===== src/rtl/y86_imem_encoder_if.sv =====
// Bundle of signals between a program loader and the Y86-64 instruction-memory encoder.
// The slave side is the encoder. The master side supplies instruction fields and observes the memory write port.
interface y86_imem_encoder_if #(
  parameter int CNT_W = 32
);
  logic             in_valid;
  logic             in_ready;
  logic [3:0]       icode;
  logic [3:0]       ifun;
  logic [3:0]       rA;
  logic [3:0]       rB;
  logic [63:0]      valC;
  logic             ptr_load;
  logic [63:0]      load_addr;
  logic             mem_we;
  logic [63:0]      mem_addr;
  logic [7:0]       mem_wdata;
  logic [63:0]      wr_ptr;
  logic             busy;
  logic             err;
  logic [CNT_W-1:0] instr_count;

  modport master (
    output in_valid, icode, ifun, rA, rB, valC, ptr_load, load_addr,
    input  in_ready, mem_we, mem_addr, mem_wdata, wr_ptr, busy, err, instr_count
  );

  modport slave (
    input  in_valid, icode, ifun, rA, rB, valC, ptr_load, load_addr,
    output in_ready, mem_we, mem_addr, mem_wdata, wr_ptr, busy, err, instr_count
  );
endinterface


===== src/rtl/y86_imem_encoder.sv =====
// Serialises decoded Y86-64 instruction fields into canonical bytes.
// The bytes are written one per cycle into instruction memory at an auto-advancing pointer.
module y86_imem_encoder #(
  parameter int MEM_BYTES = 1024,
  parameter int CNT_W     = 32
) (
  input  logic               clk,
  input  logic               rst_n,
  y86_imem_encoder_if.slave  bus
);

  typedef enum logic {IDLE, EMIT} state_t;

  state_t           state_q;
  logic             mem_we_q;
  logic [63:0]      mem_addr_q;
  logic [7:0]       mem_wdata_q;
  logic [63:0]      wr_ptr_q;
  logic             busy_q;
  logic             err_q;
  logic [CNT_W-1:0] instr_count_q;
  logic [71:0]      rest_q;   // bytes still to be presented, lowest first
  logic [3:0]       len_q;
  logic [3:0]       idx_q;
  logic [63:0]      start_q;

  logic [79:0]      enc_d;
  logic [3:0]       len_d;
  logic             legal_d;
  logic [64:0]      end_d;
  logic             fits_d;
  logic             hs_d;

  always_comb begin
    enc_d         = '0;
    enc_d[7:0]    = {bus.icode, bus.ifun};
    len_d         = 4'd0;
    legal_d       = 1'b0;
    case (bus.icode)
      4'h0, 4'h1, 4'h9: begin
        len_d   = 4'd1;
        legal_d = (bus.ifun == 4'd0);
      end
      4'h2: begin
        len_d       = 4'd2;
        legal_d     = (bus.ifun <= 4'd6);
        enc_d[15:8] = {bus.rA, bus.rB};
      end
      4'h3: begin
        len_d        = 4'd10;
        legal_d      = (bus.ifun == 4'd0);
        enc_d[15:8]  = {4'hF, bus.rB};
        enc_d[79:16] = bus.valC;
      end
      4'h4, 4'h5: begin
        len_d        = 4'd10;
        legal_d      = (bus.ifun == 4'd0);
        enc_d[15:8]  = {bus.rA, bus.rB};
        enc_d[79:16] = bus.valC;
      end
      4'h6: begin
        len_d       = 4'd2;
        legal_d     = (bus.ifun <= 4'd3);
        enc_d[15:8] = {bus.rA, bus.rB};
      end
      4'h7, 4'h8: begin
        len_d       = 4'd9;
        legal_d     = (bus.icode == 4'h8) ? (bus.ifun == 4'd0) : (bus.ifun <= 4'd6);
        enc_d[71:8] = bus.valC;
      end
      4'hA, 4'hB: begin
        len_d       = 4'd2;
        legal_d     = (bus.ifun == 4'd0);
        enc_d[15:8] = {bus.rA, 4'hF};
      end
      default: ;
    endcase
    // 65-bit sum so a pointer near 2^64 cannot wrap past the bound.
    end_d  = {1'b0, wr_ptr_q} + {61'd0, len_d};
    fits_d = (end_d <= 65'(MEM_BYTES));
    hs_d   = bus.in_valid & bus.in_ready;
  end

  assign bus.in_ready    = rst_n & (state_q == IDLE) & ~bus.ptr_load;
  assign bus.mem_we      = mem_we_q;
  assign bus.mem_addr    = mem_addr_q;
  assign bus.mem_wdata   = mem_wdata_q;
  assign bus.wr_ptr      = wr_ptr_q;
  assign bus.busy        = busy_q;
  assign bus.err         = err_q;
  assign bus.instr_count = instr_count_q;

  always_ff @(posedge clk) begin
    if (!rst_n) begin
      state_q       <= IDLE;
      mem_we_q      <= 1'b0;
      mem_addr_q    <= '0;
      mem_wdata_q   <= '0;
      wr_ptr_q      <= '0;
      busy_q        <= 1'b0;
      err_q         <= 1'b0;
      instr_count_q <= '0;
      rest_q        <= '0;
      len_q         <= '0;
      idx_q         <= '0;
      start_q       <= '0;
    end else begin
      err_q <= 1'b0;
      case (state_q)
        IDLE: begin
          if (bus.ptr_load) begin
            wr_ptr_q <= bus.load_addr;
          end else if (hs_d) begin
            if (legal_d && fits_d) begin
              state_q     <= EMIT;
              mem_we_q    <= 1'b1;
              mem_addr_q  <= wr_ptr_q;
              mem_wdata_q <= enc_d[7:0];
              rest_q      <= enc_d[79:8];
              len_q       <= len_d;
              idx_q       <= 4'd0;
              start_q     <= wr_ptr_q;
              busy_q      <= 1'b1;
            end else begin
              err_q <= 1'b1;
            end
          end
        end
        EMIT: begin
          if (idx_q == len_q - 4'd1) begin
            state_q       <= IDLE;
            mem_we_q      <= 1'b0;
            busy_q        <= 1'b0;
            wr_ptr_q      <= start_q + {60'd0, len_q};
            instr_count_q <= instr_count_q + CNT_W'(1);
          end else begin
            idx_q       <= idx_q + 4'd1;
            mem_addr_q  <= mem_addr_q + 64'd1;
            mem_wdata_q <= rest_q[7:0];
            rest_q      <= {8'h00, rest_q[71:8]};
          end
        end
        default: state_q <= IDLE;
      endcase
    end
  end

endmodule


===== src/flat_wrapper.sv =====
// flat-port wrapper written by rule: the top's interface ports become plain ports
module y86_imem_encoder_flat 
#(
  parameter int MEM_BYTES = 1024,
  parameter int CNT_W     = 32
)
  (clk, rst_n, bus_in_valid, bus_icode, bus_ifun, bus_rA, bus_rB, bus_valC, bus_ptr_load, bus_load_addr, bus_in_ready, bus_mem_we, bus_mem_addr, bus_mem_wdata, bus_wr_ptr, bus_busy, bus_err, bus_instr_count);
  y86_imem_encoder_if #(.CNT_W(CNT_W)) bus_i ();
  input  logic clk;
  input  logic rst_n;
  input wire logic [$bits(bus_i.in_valid)-1:0] bus_in_valid;
  input wire logic [$bits(bus_i.icode)-1:0] bus_icode;
  input wire logic [$bits(bus_i.ifun)-1:0] bus_ifun;
  input wire logic [$bits(bus_i.rA)-1:0] bus_rA;
  input wire logic [$bits(bus_i.rB)-1:0] bus_rB;
  input wire logic [$bits(bus_i.valC)-1:0] bus_valC;
  input wire logic [$bits(bus_i.ptr_load)-1:0] bus_ptr_load;
  input wire logic [$bits(bus_i.load_addr)-1:0] bus_load_addr;
  output wire logic [$bits(bus_i.in_ready)-1:0] bus_in_ready;
  output wire logic [$bits(bus_i.mem_we)-1:0] bus_mem_we;
  output wire logic [$bits(bus_i.mem_addr)-1:0] bus_mem_addr;
  output wire logic [$bits(bus_i.mem_wdata)-1:0] bus_mem_wdata;
  output wire logic [$bits(bus_i.wr_ptr)-1:0] bus_wr_ptr;
  output wire logic [$bits(bus_i.busy)-1:0] bus_busy;
  output wire logic [$bits(bus_i.err)-1:0] bus_err;
  output wire logic [$bits(bus_i.instr_count)-1:0] bus_instr_count;
  assign bus_i.in_valid = bus_in_valid;
  assign bus_i.icode = bus_icode;
  assign bus_i.ifun = bus_ifun;
  assign bus_i.rA = bus_rA;
  assign bus_i.rB = bus_rB;
  assign bus_i.valC = bus_valC;
  assign bus_i.ptr_load = bus_ptr_load;
  assign bus_i.load_addr = bus_load_addr;
  assign bus_in_ready = bus_i.in_ready;
  assign bus_mem_we = bus_i.mem_we;
  assign bus_mem_addr = bus_i.mem_addr;
  assign bus_mem_wdata = bus_i.mem_wdata;
  assign bus_wr_ptr = bus_i.wr_ptr;
  assign bus_busy = bus_i.busy;
  assign bus_err = bus_i.err;
  assign bus_instr_count = bus_i.instr_count;
  y86_imem_encoder #(.MEM_BYTES(MEM_BYTES), .CNT_W(CNT_W)) u_core (.clk(clk), .rst_n(rst_n), .bus(bus_i));
endmodule

===== config.mk =====
export PLATFORM = sky130hd
export DESIGN_NAME = y86_imem_encoder_flat
export DESIGN_NICKNAME = d
export VERILOG_FILES = /design/src/rtl/y86_imem_encoder_if.sv /design/src/rtl/y86_imem_encoder.sv /design/src/flat_wrapper.sv
export SDC_FILE = /design/constraint.sdc
export NUM_CORES = 1
export LEC_CHECK = 0
export BUFFER_PORTS_ARGS = -buffer_cell sky130_fd_sc_hd__buf_2
export CORE_ASPECT_RATIO = 1.75
export CORE_MARGIN = 5
export CORE_UTILIZATION = 50
export CTS_CLUSTER_SIZE = 12
export DETAILED_ROUTE_END_ITERATION = 16
export PLACE_DENSITY = 0.76
export SETUP_SLACK_MARGIN = 0.05
export SLEW_MARGIN = 20
export SYNTH_ARGS = -nofsm -noshare
export SYNTH_HDL_FRONTEND = slang
export SYNTH_SLANG_ARGS = --single-unit

===== constraint.sdc =====
create_clock -name clk -period 6.37 [get_ports clk]
set_clock_uncertainty 0.2 [all_clocks]
set_input_delay 0.637 -clock clk [delete_from_list [all_inputs] [get_ports clk]]
set_output_delay 0.637 -clock clk [all_outputs]
set_load 0.05 [all_outputs]

* Word-level counts from Yosys, hierarchy flattened
Index checks and enable logic that the tools add are counted.
** Storage, ports and cells
- Register bits after elaboration :: 315
- Input bits :: 148
- Output and inout port bits :: 172
- Logic and storage cells :: 101
** Operators by class
- $add $sub $neg :: 6
- Order comparisons :: 3
- Equal/unequal tests :: 18
- Mux-type cells :: 40
- Bitwise operators :: 7
- Reductions and logical operators :: 16
** Operator list (number)
- $mux 64 :: 6
- $mux 72 :: 4
- $pmux 64 s2 :: 2
- $pmux 72 s2 :: 1
- $pmux 56 s2 :: 1
- $add 64x4->65 :: 1
- $le 65x11->1 const B :: 1
- $add 64x1->64 const B :: 1
- $add 64x4->64 :: 1
- $mux 8 :: 5
- $add 32x1->32 const B :: 1
- $pmux 8 s4 :: 1
- $eq 4x3->1 const B :: 4
- $eq 4x4->1 const B :: 4
- $mux 4 :: 4
- $pmux 4 s4 :: 1
- $pmux 8 s2 :: 1
- $reduce_and 4->1 :: 3
- $reduce_or 4->1 :: 3
- $mux 1 :: 10
- $ne 2x2->1 const B :: 5
- $eq 4x2->1 const B :: 2
- $logic_not 4->1 :: 2
- $pmux 4 s2 :: 1
- other kinds (16) :: 25

* Longest topological paths before layout
Gate-level depths: netlist (run 1).
- Depth in word-level cells :: 10
- Depth in mapped cells :: 22
- Gate-level depth less buffers :: 15

* Worst setup path after synthesis (run 1)
Ideal clock, no wire load.
- Kind :: input port to flip-flop
- Start :: input bus_icode[1]
- End :: register u_core.mem_addr_q[60] (netlist: u_core.bus.mem_addr[60])
- Setup time :: 0.117 ns
- Arrival time :: 5.230 ns
- Required time :: 6.053 ns
- Setup slack :: 0.822 ns
- Cell stages on the path :: 19
- Path buffers :: 5
- Path through :: clkbuf_1 > mux2i_1 > nor2_1 > clkbuf_1 > clkbuf_1 > or2_2 > ha_1 > a31oi_1 > or3_1 > clkbuf_1 > or4_1 > nor4_2 > xnor2_1 > and4_1 > nand4_2 > o21ai_2 > buf_6 > mux2_2 > a32o_1
** On the way
- Longest elaborated chain between the ends :: 8
- Elaborated cells on any way between the ends :: 25
- Classes of those cells :: add/sub (1); order compare (1); eq/ne (12); mux (3); reduce/logical (8)
** RTL lines
- from (decl) :: RTL line flat_wrapper.sv:12 : input wire logic [$bits(bus_i.icode)-1:0] bus_icode;
- $eq 4x2->1 (tied with other cells) :: RTL line y86_imem_encoder.sv:39 : case (bus.icode)
- $reduce_or 4->1 (no line) (tied with other cells)
- $pmux 4 s4 * :: RTL line y86_imem_encoder.sv:39
- net u_core.len_d[3] :: RTL line y86_imem_encoder.sv:28 : logic [3:0] len_d;
- $add 64x4->65 * :: RTL line y86_imem_encoder.sv:79 : end_d = {1'b0, wr_ptr_q} + {61'd0, len_d};
- $le 65x11->1 * :: RTL line y86_imem_encoder.sv:80 : fits_d = (end_d <= 65'(MEM_BYTES));
- $logic_and 1x1->1 * :: RTL line y86_imem_encoder.sv:114 : if (legal_d && fits_d) begin
- $ne 2x2->1 (no line) *
- $reduce_and 4->1 (no line) *
- to (signal assigned) :: RTL line y86_imem_encoder.sv:117 : mem_addr_q <= wr_ptr_q;
- to (signal assigned) :: RTL line y86_imem_encoder.sv:138 : mem_addr_q <= mem_addr_q + 64'd1;
- to (decl) :: RTL line y86_imem_encoder.sv:16 : logic [63:0] mem_addr_q;
The timed path passes the listed nets; every way through them passes the cells marked *.
A chain may end at the register's enable or synchronous reset.

* Worst setup path in the final report (run 1)
- Start :: input bus_icode[1]
- End :: register u_core.mem_wdata_q[7] (netlist: u_core.bus.mem_wdata[7])
** On the way
- Longest elaborated chain between the ends :: 8
- Elaborated cells on any way between the ends :: 25
- Classes of those cells :: add/sub (1); order compare (1); eq/ne (12); mux (3); reduce/logical (8)
** RTL lines
- $eq 4x2->1 (tied with other cells) :: RTL line y86_imem_encoder.sv:39
- $reduce_or 4->1 (no line) (tied with other cells)
- $pmux 4 s4 * :: RTL line y86_imem_encoder.sv:39
- net u_core.len_d[0] :: RTL line y86_imem_encoder.sv:28
- $add 64x4->65 * :: RTL line y86_imem_encoder.sv:79
- $le 65x11->1 * :: RTL line y86_imem_encoder.sv:80
- $logic_and 1x1->1 * :: RTL line y86_imem_encoder.sv:114
- $ne 2x2->1 (no line) *
- $reduce_and 4->1 (no line) *
- to (signal assigned) :: RTL line y86_imem_encoder.sv:118 : mem_wdata_q <= enc_d[7:0];
- to (signal assigned) :: RTL line y86_imem_encoder.sv:139 : mem_wdata_q <= rest_q[7:0];
- to (decl) :: RTL line y86_imem_encoder.sv:17 : logic [7:0] mem_wdata_q;
Marked as above.

==> impl_metrics.prom, run 1 <==
# TYPE chip_impl_metric gauge
chip_impl_info{name="final_common_cell",value="buf_2"} 1
chip_impl_metric{name="die_x",unit="um"} 151
chip_impl_metric{name="fmax",unit="MHz"} 174
chip_impl_metric{name="grt_max_degree",unit=""} 147
chip_impl_metric{name="route.detailed.vias_per_inst",unit=""} 6.34
chip_impl_metric{name="slew_headroom",unit=""} 0.208
chip_impl_metric{name="die_area",unit="mm2"} 0.0388
chip_impl_info{name="worst_hold_path_type",value="in -> reg"} 1
chip_impl_metric{name="tritoncts.num_buffers",unit=""} 31
chip_impl_metric{name="avgRoutedWirePerCell",unit="um"} 20.8
chip_impl_info{name="critical_path.startpoint_type",value="input pin"} 1
chip_impl_metric{name="vias",unit=""} 18200
chip_impl_metric{name="arrival",unit="ns"} 6.01
chip_impl_metric{name="min_period_over_period",unit=""} 0.902
chip_impl_metric{name="power_density_over_the_cells",unit="mW/mm2"} 207
chip_impl_metric{name="syn_inst",unit=""} 2214
chip_impl_metric{name="worst_slew_pin_slew",unit="ns"} 1.19
chip_impl_metric{name="fp.coreArea",unit="mm2"} 0.0345
chip_impl_metric{name="slew_violations",unit=""} 0
chip_impl_info{name="clock_tree_from_tritoncts",value="done"} 1
chip_impl_metric{name="multi_input_comb_area",unit="mm2"} 0.0103
chip_impl_metric{name="vdd_drop_max",unit="mV"} 0.177
chip_impl_info{name="critical_path.reg2reg.endpoint",value="u_core.bus.mem_wdata[7]$_SDFFE_PN0P_"} 1
chip_impl_metric{name="cts.sinks",unit=""} 314
chip_impl_metric{name="seqCellArea",unit="mm2"} 0.00629
chip_impl_metric{name="cts_post_setup_buffers_inserted",unit=""} 0
chip_impl_metric{name="dp_worst_setup_slack",unit="ns"} 0.145
chip_impl_info{name="regToRegStartpoint",value="u_core.bus.wr_ptr[0]$_SDFFE_PN0P_"} 1
chip_impl_info{name="startpoint_of_the_worst_setup_timing_path",value="bus_icode[1]"} 1
chip_impl_metric{name="floorplan.die.height",unit="um"} 257
chip_impl_metric{name="postCtsHoldBufs",unit=""} 0
chip_impl_metric{name="grt_pass1_wl",unit="um"} 92900
chip_impl_metric{name="syn_to_final_growth",unit="%"} 14.8
chip_impl_metric{name="drive_gt1_frac",unit=""} 0.175
chip_impl_metric{name="grt.overflow.total",unit=""} 0
chip_impl_metric{name="number_of_synthesized_flops_with_an_enable_pin",unit=""} 0
chip_impl_metric{name="worst_slack_setup_final",unit="ns"} 0.623
chip_impl_metric{name="static-leakage-power",unit="nW"} 7.47
chip_impl_metric{name="synth.ff_latch_count",unit=""} 314
chip_impl_metric{name="fin_cells",unit=""} 2878
chip_impl_metric{name="crit_path_max_incr_delay",unit="ns"} 0.60
chip_impl_metric{name="synthesis.area_per_instance",unit="um2"} 7.87
chip_impl_metric{name="synth_largest_type_area_fraction",unit=""} 0.361
chip_impl_info{name="crit_chain",value="buf_2 -> and2_0 -> nand2_1 -> o21ai_0 -> ha_1 -> fa_1 -> a31oi_1 -> or3_1 -> or2_2 -> o41ai_1 -> nand4_1 -> nor4_1 -> nand4_2 -> o21ai_4 -> buf_12 -> nor2_1 -> a211oi_1"} 1
chip_impl_metric{name="timing.max_cap.violations",unit=""} 0
chip_impl_info{name="path_class",value="in -> reg"} 1
chip_impl_metric{name="report.final.hold_viol_count",unit=""} 0
chip_impl_metric{name="floorplan.initialDensity",unit=""} 0.506
chip_impl_metric{name="hold_slack",unit="ns"} 0.148
chip_impl_metric{name="period_needed",unit="ns"} 5.75
chip_impl_metric{name="critical_path_peak_fanout",unit=""} 146
chip_impl_metric{name="clk_latency",unit="ns"} 0.57
chip_impl_metric{name="std_cell_rows",unit=""} 90
chip_impl_metric{name="cts.htree.levels",unit=""} 1
chip_impl_info{name="critical_path.endpoint",value="u_core.bus.mem_wdata[7]$_SDFFE_PN0P_"} 1
chip_impl_metric{name="postRouteWirelength",unit="um"} 59800
chip_impl_info{name="most_used_cells_in_the_layout_excluding_fill_and_tap_cells",value="318 x buf_2, 313 x dfxtp_1, 235 x nor2_1, 204 x nand2_1, 155 x o21ai_0"} 1
chip_impl_metric{name="num_io_pins",unit=""} 320
chip_impl_metric{name="nNetsFinal",unit=""} 2567
chip_impl_metric{name="groute.usage.overall",unit=""} 0.293
chip_impl_metric{name="clock_pin_slew_of_the_registers_on_the_worst_case_setup_and_hold_paths",unit="ns"} 0.06
chip_impl_metric{name="setup_violations",unit=""} 0
chip_impl_info{name="ys_dominant_reg_cell",value="dfxtp_1"} 1
chip_impl_metric{name="sum_neg_setup_slack",unit="ns"} 0
chip_impl_metric{name="port_buffers",unit=""} 319
chip_impl_metric{name="vias_in_the_first_global_route",unit=""} 17600
chip_impl_metric{name="drt_first_pass_iters",unit=""} 8
chip_impl_metric{name="postSynthNetCount",unit=""} 2374
chip_impl_info{name="post_synth_main_area_contributors",value="dfxtp_1 36%, nor2_1 5.1%, o21ai_0 4.5%"} 1
chip_impl_metric{name="yosys_warnings",unit=""} 0
chip_impl_metric{name="reg2reg_slack",unit="ns"} 1.51
chip_impl_info{name="worst_setup_path_end_kind",value="flop"} 1
chip_impl_metric{name="final.fill_count",unit=""} 3229
chip_impl_metric{name="drt_first_iter_violations",unit=""} 1424
chip_impl_metric{name="worstPathRequired",unit="ns"} 6.63
chip_impl_metric{name="mappedNetlistArea",unit="mm2"} 0.0174
chip_impl_metric{name="grt_antenna_before_repair",unit=""} 2
chip_impl_metric{name="fin_util",unit=""} 0.580
chip_impl_metric{name="ctsResizeCount",unit=""} 0
chip_impl_info{name="clk_root_buffer_cell",value="clkbuf_16"} 1
chip_impl_info{name="rsz0062_at_grt",value="false"} 1
chip_impl_metric{name="routability_driven_placement_congestion_ratio",unit=""} 0.986
chip_impl_info{name="run_status",value="complete, no violations"} 1
chip_impl_metric{name="postSynth.asyncResetShare",unit=""} 0
chip_impl_metric{name="postRouteAntennaNets",unit=""} 0
chip_impl_metric{name="route.detailed.drc",unit=""} 0
chip_impl_info{name="synthDominantAreaCellType",value="dfxtp_1"} 1
chip_impl_metric{name="cts-root-to-sink-buffers",unit=""} 3
chip_impl_metric{name="post-place-cells",unit=""} 2834
chip_impl_info{name="worst_path_max_delay_cell",value="nor4_1"} 1
chip_impl_metric{name="ys_seq_area_frac",unit=""} 0.361
chip_impl_metric{name="synth_cell_type_count",unit=""} 73
chip_impl_metric{name="place.detailed.hpwl",unit="um"} 42900
chip_impl_metric{name="depth_of_the_worst_register_to_register_path",unit=""} 13
-- metrics by stage --
step           instance area, um2  total power [mW]
3_5_place_dp                19100              2.51
5_1_grt                     20000              4.28
4_1_cts                     20000              4.17
6_report                    20000              4.15
2_1_floorplan               17400              2.35
3_3_place_gp                19100              2.50
-- kinds of logic after synthesis --
group,share of synthesized area
xor gates and xnor gates,0.0518
DFF,0.361
buffers and inverters,0.0503
muxes,0.0296
and+or+nand+nor,0.267
AOI/OAI and AO/OA,0.231
adders and majority gates,0.00948
-- area by class of cell --
cell class | count | area share
Multi-Input combinational cell | 1691 | 0.517
Sequential cell | 314 | 0.315
Timing Repair Buffer | 343 | 0.0910
Clock buffer | 41 | 0.0432
Tap cell | 460 | 0.0288
Inverter | 26 | 0.00507
Clock inverter | 2 | 0.000501
Antenna cell | 1 | 0.000125
-- registers in the layout (all words and copies together), names as in the netlist --
| register | cells |
|---|---|
| u_core.len_q | 3 |
| u_core.start_q | 64 |
| u_core.bus.err | 1 |
| u_core.rest_q | 72 |
| u_core.bus.mem_wdata | 8 |
| u_core.bus.wr_ptr | 64 |
| u_core.bus.mem_addr | 64 |
| u_core.bus.mem_we | 1 |
| u_core.state_q | 1 |
| u_core.bus.instr_count | 32 |
| u_core.idx_q | 4 |
-- per-layer routing --
layer / vias up / wire length (um) / GRT usage / share of wire
met5: - / 11 / 0 / 0.00018
met3: 244 / 4330 / 0.0560 / 0.072
met1: 8592 / 21800 / 0.325 / 0.36
li1: 8622 / - / - / -
met4: 2 / 4050 / 0.175 / 0.068
met2: 778 / 29600 / 0.509 / 0.50
-- synthesized netlist by cell type, types with 6 or more instances --
library cell and count:
nor2b_1 9, a21oi_1 115, o21a_1 7, nor2_1 237
nor4_1 24, dfxtp_1 314, a22oi_1 6, buf_2 17
o22ai_1 10, a221o_1 60, a211oi_1 58, inv_1 26
ha_1 10, nor3_1 51, o2111ai_1 57, and4_1 24
and2_1 25, a311oi_1 16, or3_1 27, buf_4 8
or2_2 9, xor2_1 54, o31ai_1 22, clkbuf_1 136
o21ai_0 155, a31oi_1 29, and3_1 94, o21ai_1 11
nand3_1 122, xnor2_1 49, nand4_1 69, or4_1 10
nand2_1 204, buf_1 15, mux2i_1 47
-- worst max-delay path, delay by kind of cell --
kind | cells | cell delay, ns
and+or+nand+nor | 8 | 2.55
AOI/OAI and AO/OA | 5 | 1.37
buffers and inverters | 2 | 0.75
adders and majority gates | 2 | 0.58
-- worst min path at each step --
stage | from | end | slack, ns | cells past startpoint
floorplan | u_core.rest_q[51]$_SDFFE_PN0P_ | u_core.rest_q[51]$_SDFFE_PN0P_ | 0.23 | 2
global placement | u_core.rest_q[71]$_SDFFE_PN0P_ | u_core.rest_q[71]$_SDFFE_PN0P_ | 0.24 | 2
detailed placement | u_core.rest_q[18]$_SDFFE_PN0P_ | u_core.rest_q[18]$_SDFFE_PN0P_ | 0.25 | 2
CTS | bus_valC[63] | u_core.rest_q[71]$_SDFFE_PN0P_ | 0.13 | 3
global route | bus_valC[63] | u_core.rest_q[71]$_SDFFE_PN0P_ | 0.14 | 3
finish | bus_valC[63] | u_core.rest_q[71]$_SDFFE_PN0P_ | 0.15 | 3
-- where the power goes --
part | total [mW] | switching, mW | internal (mW)
clock network | 1.67 | 0.746 | 0.929
logic | 0.424 | 0.283 | 0.140
registers | 2.05 | 0.0604 | 1.99
total | 4.15 | 1.09 | 3.06
Note: power is estimated with default switching activity, not from simulation.
==> run 2: changes to the inputs <==
--- a/config.mk
+++ b/config.mk
@@ -12,6 +12,7 @@
 export CTS_CLUSTER_SIZE = 12
 export DETAILED_ROUTE_END_ITERATION = 16
 export PLACE_DENSITY = 0.76
+export RECOVER_POWER = 100
 export SETUP_SLACK_MARGIN = 0.05
 export SLEW_MARGIN = 20
 export SYNTH_ARGS = -nofsm -noshare
==> constraint.sdc (replaced) <==
create_clock -name clk -period 6.9 [get_ports clk]
set_clock_uncertainty 0.2 [all_clocks]
set_input_delay 0.69 -clock clk [delete_from_list [all_inputs] [get_ports clk]]
set_output_delay 0.69 -clock clk [all_outputs]
set_load 0.05 [all_outputs]
==> run 2 against run 1 <==
Against the previous run:
- the flow now finishes with violations (capacitance limit, slew limit)
- critical endpoint is now u_core.bus.mem_addr[55]$_SDFFE_PN0P_
- total power decreased by 7.0%
- utilization decreased by 0.50 points
- critical path type unchanged
- sequential cell count unchanged
- combinational power down 9.2%
- routed wire length is 1.3% higher
- hold slack gained 0.029 ns
==> impl_metrics.prom, run 2 (same netlist as run 1, synthesis figures left out) <==
# TYPE chip_impl_metric gauge
chip_impl_metric{name="groute.usage.overall",unit=""} 0.296
chip_impl_metric{name="worstPathRequired",unit="ns"} 7.17
chip_impl_metric{name="syn_to_final_growth",unit="%"} 13.8
chip_impl_info{name="clock_tree_from_tritoncts",value="done"} 1
chip_impl_info{name="worst_setup_path_end_kind",value="flop"} 1
chip_impl_metric{name="die_x",unit="um"} 151
chip_impl_metric{name="fp.coreArea",unit="mm2"} 0.0345
chip_impl_metric{name="crit_path_max_incr_delay",unit="ns"} 0.55
chip_impl_metric{name="cts_post_setup_buffers_inserted",unit=""} 0
chip_impl_metric{name="vias",unit=""} 18300
chip_impl_metric{name="avgRoutedWirePerCell",unit="um"} 21.0
chip_impl_metric{name="grt_antenna_before_repair",unit=""} 1
chip_impl_metric{name="hold_slack",unit="ns"} 0.177
chip_impl_metric{name="postCtsHoldBufs",unit=""} 0
chip_impl_metric{name="power.switching",unit="mW"} 1.03
chip_impl_metric{name="postRouteAntennaNets",unit=""} 0
chip_impl_metric{name="place.detailed.hpwl",unit="um"} 43400
chip_impl_metric{name="clock_pin_slew_of_the_registers_on_the_worst_case_setup_and_hold_paths",unit="ns"} 0.06
chip_impl_metric{name="route.detailed.vias_per_inst",unit=""} 6.35
chip_impl_metric{name="fin_util",unit=""} 0.575
chip_impl_metric{name="cts-root-to-sink-buffers",unit=""} 3
chip_impl_metric{name="clkPwrFrac",unit=""} 0.410
chip_impl_metric{name="reg2reg_slack",unit="ns"} 1.36
chip_impl_metric{name="vdd_drop_max",unit="mV"} 0.274
chip_impl_info{name="critical_path.startpoint_type",value="input pin"} 1
chip_impl_metric{name="ctsResizeCount",unit=""} 0
chip_impl_metric{name="depth_of_the_worst_register_to_register_path",unit=""} 9
chip_impl_metric{name="pwr-share-comb",unit=""} 0.100
chip_impl_metric{name="setup_violations",unit=""} 0
chip_impl_metric{name="report.power.total",unit="mW"} 3.86
chip_impl_info{name="worst_path_max_delay_cell",value="clkbuf_1"} 1
chip_impl_metric{name="route.detailed.drc",unit=""} 0
chip_impl_metric{name="min_period_over_period",unit=""} 0.878
chip_impl_metric{name="drt_first_iter_violations",unit=""} 1310
chip_impl_metric{name="report.final.hold_viol_count",unit=""} 0
chip_impl_metric{name="worst_slew_pin_slew",unit="ns"} 1.72
chip_impl_metric{name="slew_headroom",unit=""} -0.143
chip_impl_metric{name="share_seq_of_total_power",unit=""} 0.490
chip_impl_metric{name="routability_driven_placement_congestion_ratio",unit=""} 0.997
chip_impl_metric{name="vias_in_the_first_global_route",unit=""} 17500
chip_impl_metric{name="cts.htree.levels",unit=""} 1
chip_impl_metric{name="grt_pass1_wl",unit="um"} 93100
chip_impl_info{name="worst_hold_path_type",value="in -> reg"} 1
chip_impl_metric{name="fin_cells",unit=""} 2882
chip_impl_info{name="most_used_cells_in_the_layout_excluding_fill_and_tap_cells",value="313 x dfxtp_1, 235 x nor2_1, 204 x nand2_1, 180 x clkbuf_1, 164 x o21ai_0"} 1
chip_impl_metric{name="slew_violations",unit=""} 23
chip_impl_metric{name="power_density_over_the_cells",unit="mW/mm2"} 194
chip_impl_metric{name="port_buffers",unit=""} 319
chip_impl_metric{name="static-leakage-power",unit="nW"} 6.75
chip_impl_metric{name="std_cell_rows",unit=""} 90
chip_impl_metric{name="floorplan.initialDensity",unit=""} 0.506
chip_impl_metric{name="grt_max_degree",unit=""} 122
chip_impl_info{name="regToRegStartpoint",value="u_core.state_q$_SDFF_PN0_"} 1
chip_impl_metric{name="cts.sinks",unit=""} 314
chip_impl_metric{name="die_area",unit="mm2"} 0.0388
chip_impl_metric{name="p_int",unit="mW"} 2.83
chip_impl_metric{name="critical_path_peak_fanout",unit=""} 18
chip_impl_metric{name="clk_latency",unit="ns"} 0.58
chip_impl_info{name="failing_checks",value="capacitance limit, slew limit"} 1
chip_impl_info{name="path_class",value="in -> reg"} 1
chip_impl_info{name="clk_root_buffer_cell",value="clkbuf_16"} 1
chip_impl_info{name="critical_path.endpoint",value="u_core.bus.mem_addr[55]$_SDFFE_PN0P_"} 1
chip_impl_metric{name="fmax",unit="MHz"} 165
chip_impl_metric{name="floorplan.die.height",unit="um"} 257
chip_impl_metric{name="tritoncts.num_buffers",unit=""} 31
chip_impl_metric{name="arrival",unit="ns"} 6.33
chip_impl_metric{name="period_needed",unit="ns"} 6.06
chip_impl_info{name="crit_chain",value="clkbuf_1 -> nor2b_1 -> nand2_1 -> o21ai_0 -> ha_1 -> fa_1 -> a31oi_1 -> or3_1 -> or2_2 -> o41ai_1 -> nand4_1 -> nor4_1 -> nand4_1 -> o21ai_4 -> clkbuf_1 -> nor2_2 -> a2111oi_4"} 1
chip_impl_metric{name="post-place-cells",unit=""} 2838
chip_impl_metric{name="nNetsFinal",unit=""} 2572
chip_impl_info{name="critical_path.reg2reg.endpoint",value="u_core.bus.wr_ptr[45]$_SDFFE_PN0P_"} 1
chip_impl_info{name="run_status",value="finished with violations"} 1
chip_impl_info{name="rsz0062_at_grt",value="false"} 1
chip_impl_info{name="final_common_cell",value="dfxtp_1"} 1
chip_impl_metric{name="drt_first_pass_iters",unit=""} 5
chip_impl_metric{name="sum_neg_setup_slack",unit="ns"} 0
chip_impl_metric{name="timing.max_cap.violations",unit=""} 2
chip_impl_metric{name="grt.overflow.total",unit=""} 0
chip_impl_info{name="largest-register",value="u_core.rest_q"} 1
chip_impl_metric{name="largest_register_ffs",unit=""} 72
chip_impl_info{name="startpoint_of_the_worst_setup_timing_path",value="bus_icode[2]"} 1
chip_impl_metric{name="drive_gt1_frac",unit=""} 0.102
chip_impl_metric{name="num_io_pins",unit=""} 320
chip_impl_metric{name="postRouteWirelength",unit="um"} 60600
chip_impl_metric{name="power.share.switching",unit=""} 0.266
[run 2: worst max-delay path: cells and delay by family]
family,cells,cell delay (ns)
AO/OA/AOI/OAI,5,1.45
adder cells (fa/ha/maj),2,0.58
buffers and inverters,2,1.05
AND/OR/NAND/NOR,8,2.54
[run 2: per-layer routing]
| layer | share of wire | vias to the layer above | track usage |
|---|---|---|---|
| li1 | - | 8624 | - |
| met1 | 0.36 | 8663 | 0.330 |
| met2 | 0.51 | 774 | 0.523 |
| met3 | 0.070 | 227 | 0.0518 |
| met4 | 0.059 | 0 | 0.161 |
| met5 | 0 | - | 0 |
[run 2: worst min-delay path by stage]
| stage | start | end | cells past startpoint |
|---|---|---|---|
| 5_1_grt | bus_valC[63] | u_core.rest_q[71]$_SDFFE_PN0P_ | 3 |
| 4_1_cts | bus_valC[63] | u_core.rest_q[71]$_SDFFE_PN0P_ | 3 |
| 3_3_place_gp | u_core.rest_q[71]$_SDFFE_PN0P_ | u_core.rest_q[71]$_SDFFE_PN0P_ | 2 |
| 3_5_place_dp | u_core.rest_q[63]$_SDFFE_PN0P_ | u_core.rest_q[63]$_SDFFE_PN0P_ | 2 |
| 6_report | bus_valC[63] | u_core.rest_q[71]$_SDFFE_PN0P_ | 3 |
| 2_1_floorplan | u_core.rest_q[51]$_SDFFE_PN0P_ | u_core.rest_q[51]$_SDFFE_PN0P_ | 2 |
[run 2: final cells by class]
cell class,count,area [um2]
Sequential cell,314,6290
Timing Repair Buffer,348,1680
Clock buffer,37,828
Tap cell,460,576
Multi-Input combinational cell,1691,10300
Inverter,26,101
Antenna cell,1,2.50
Clock inverter,5,53.8
Fill cell,3338,14600
[run 2: stage by stage]
step,worst slack (ns),instance area (um2)
floorplan,1.30,17400
CTS,1.51,20100
global route,0.583,19800
detailed placement,0.930,19200
finish,0.843,19800
global placement,1.06,19200
[run 2: power by group through the flow]
stage	Sequential [mW]	Clock (mW)	Combinational, mW
2_1_floorplan	1.97	0	0.195
3_3_place_gp	1.93	0	0.383
3_5_place_dp	1.93	0	0.386
4_1_cts	1.89	1.61	0.388
5_1_grt	1.89	1.68	0.414
6_report	1.89	1.58	0.385
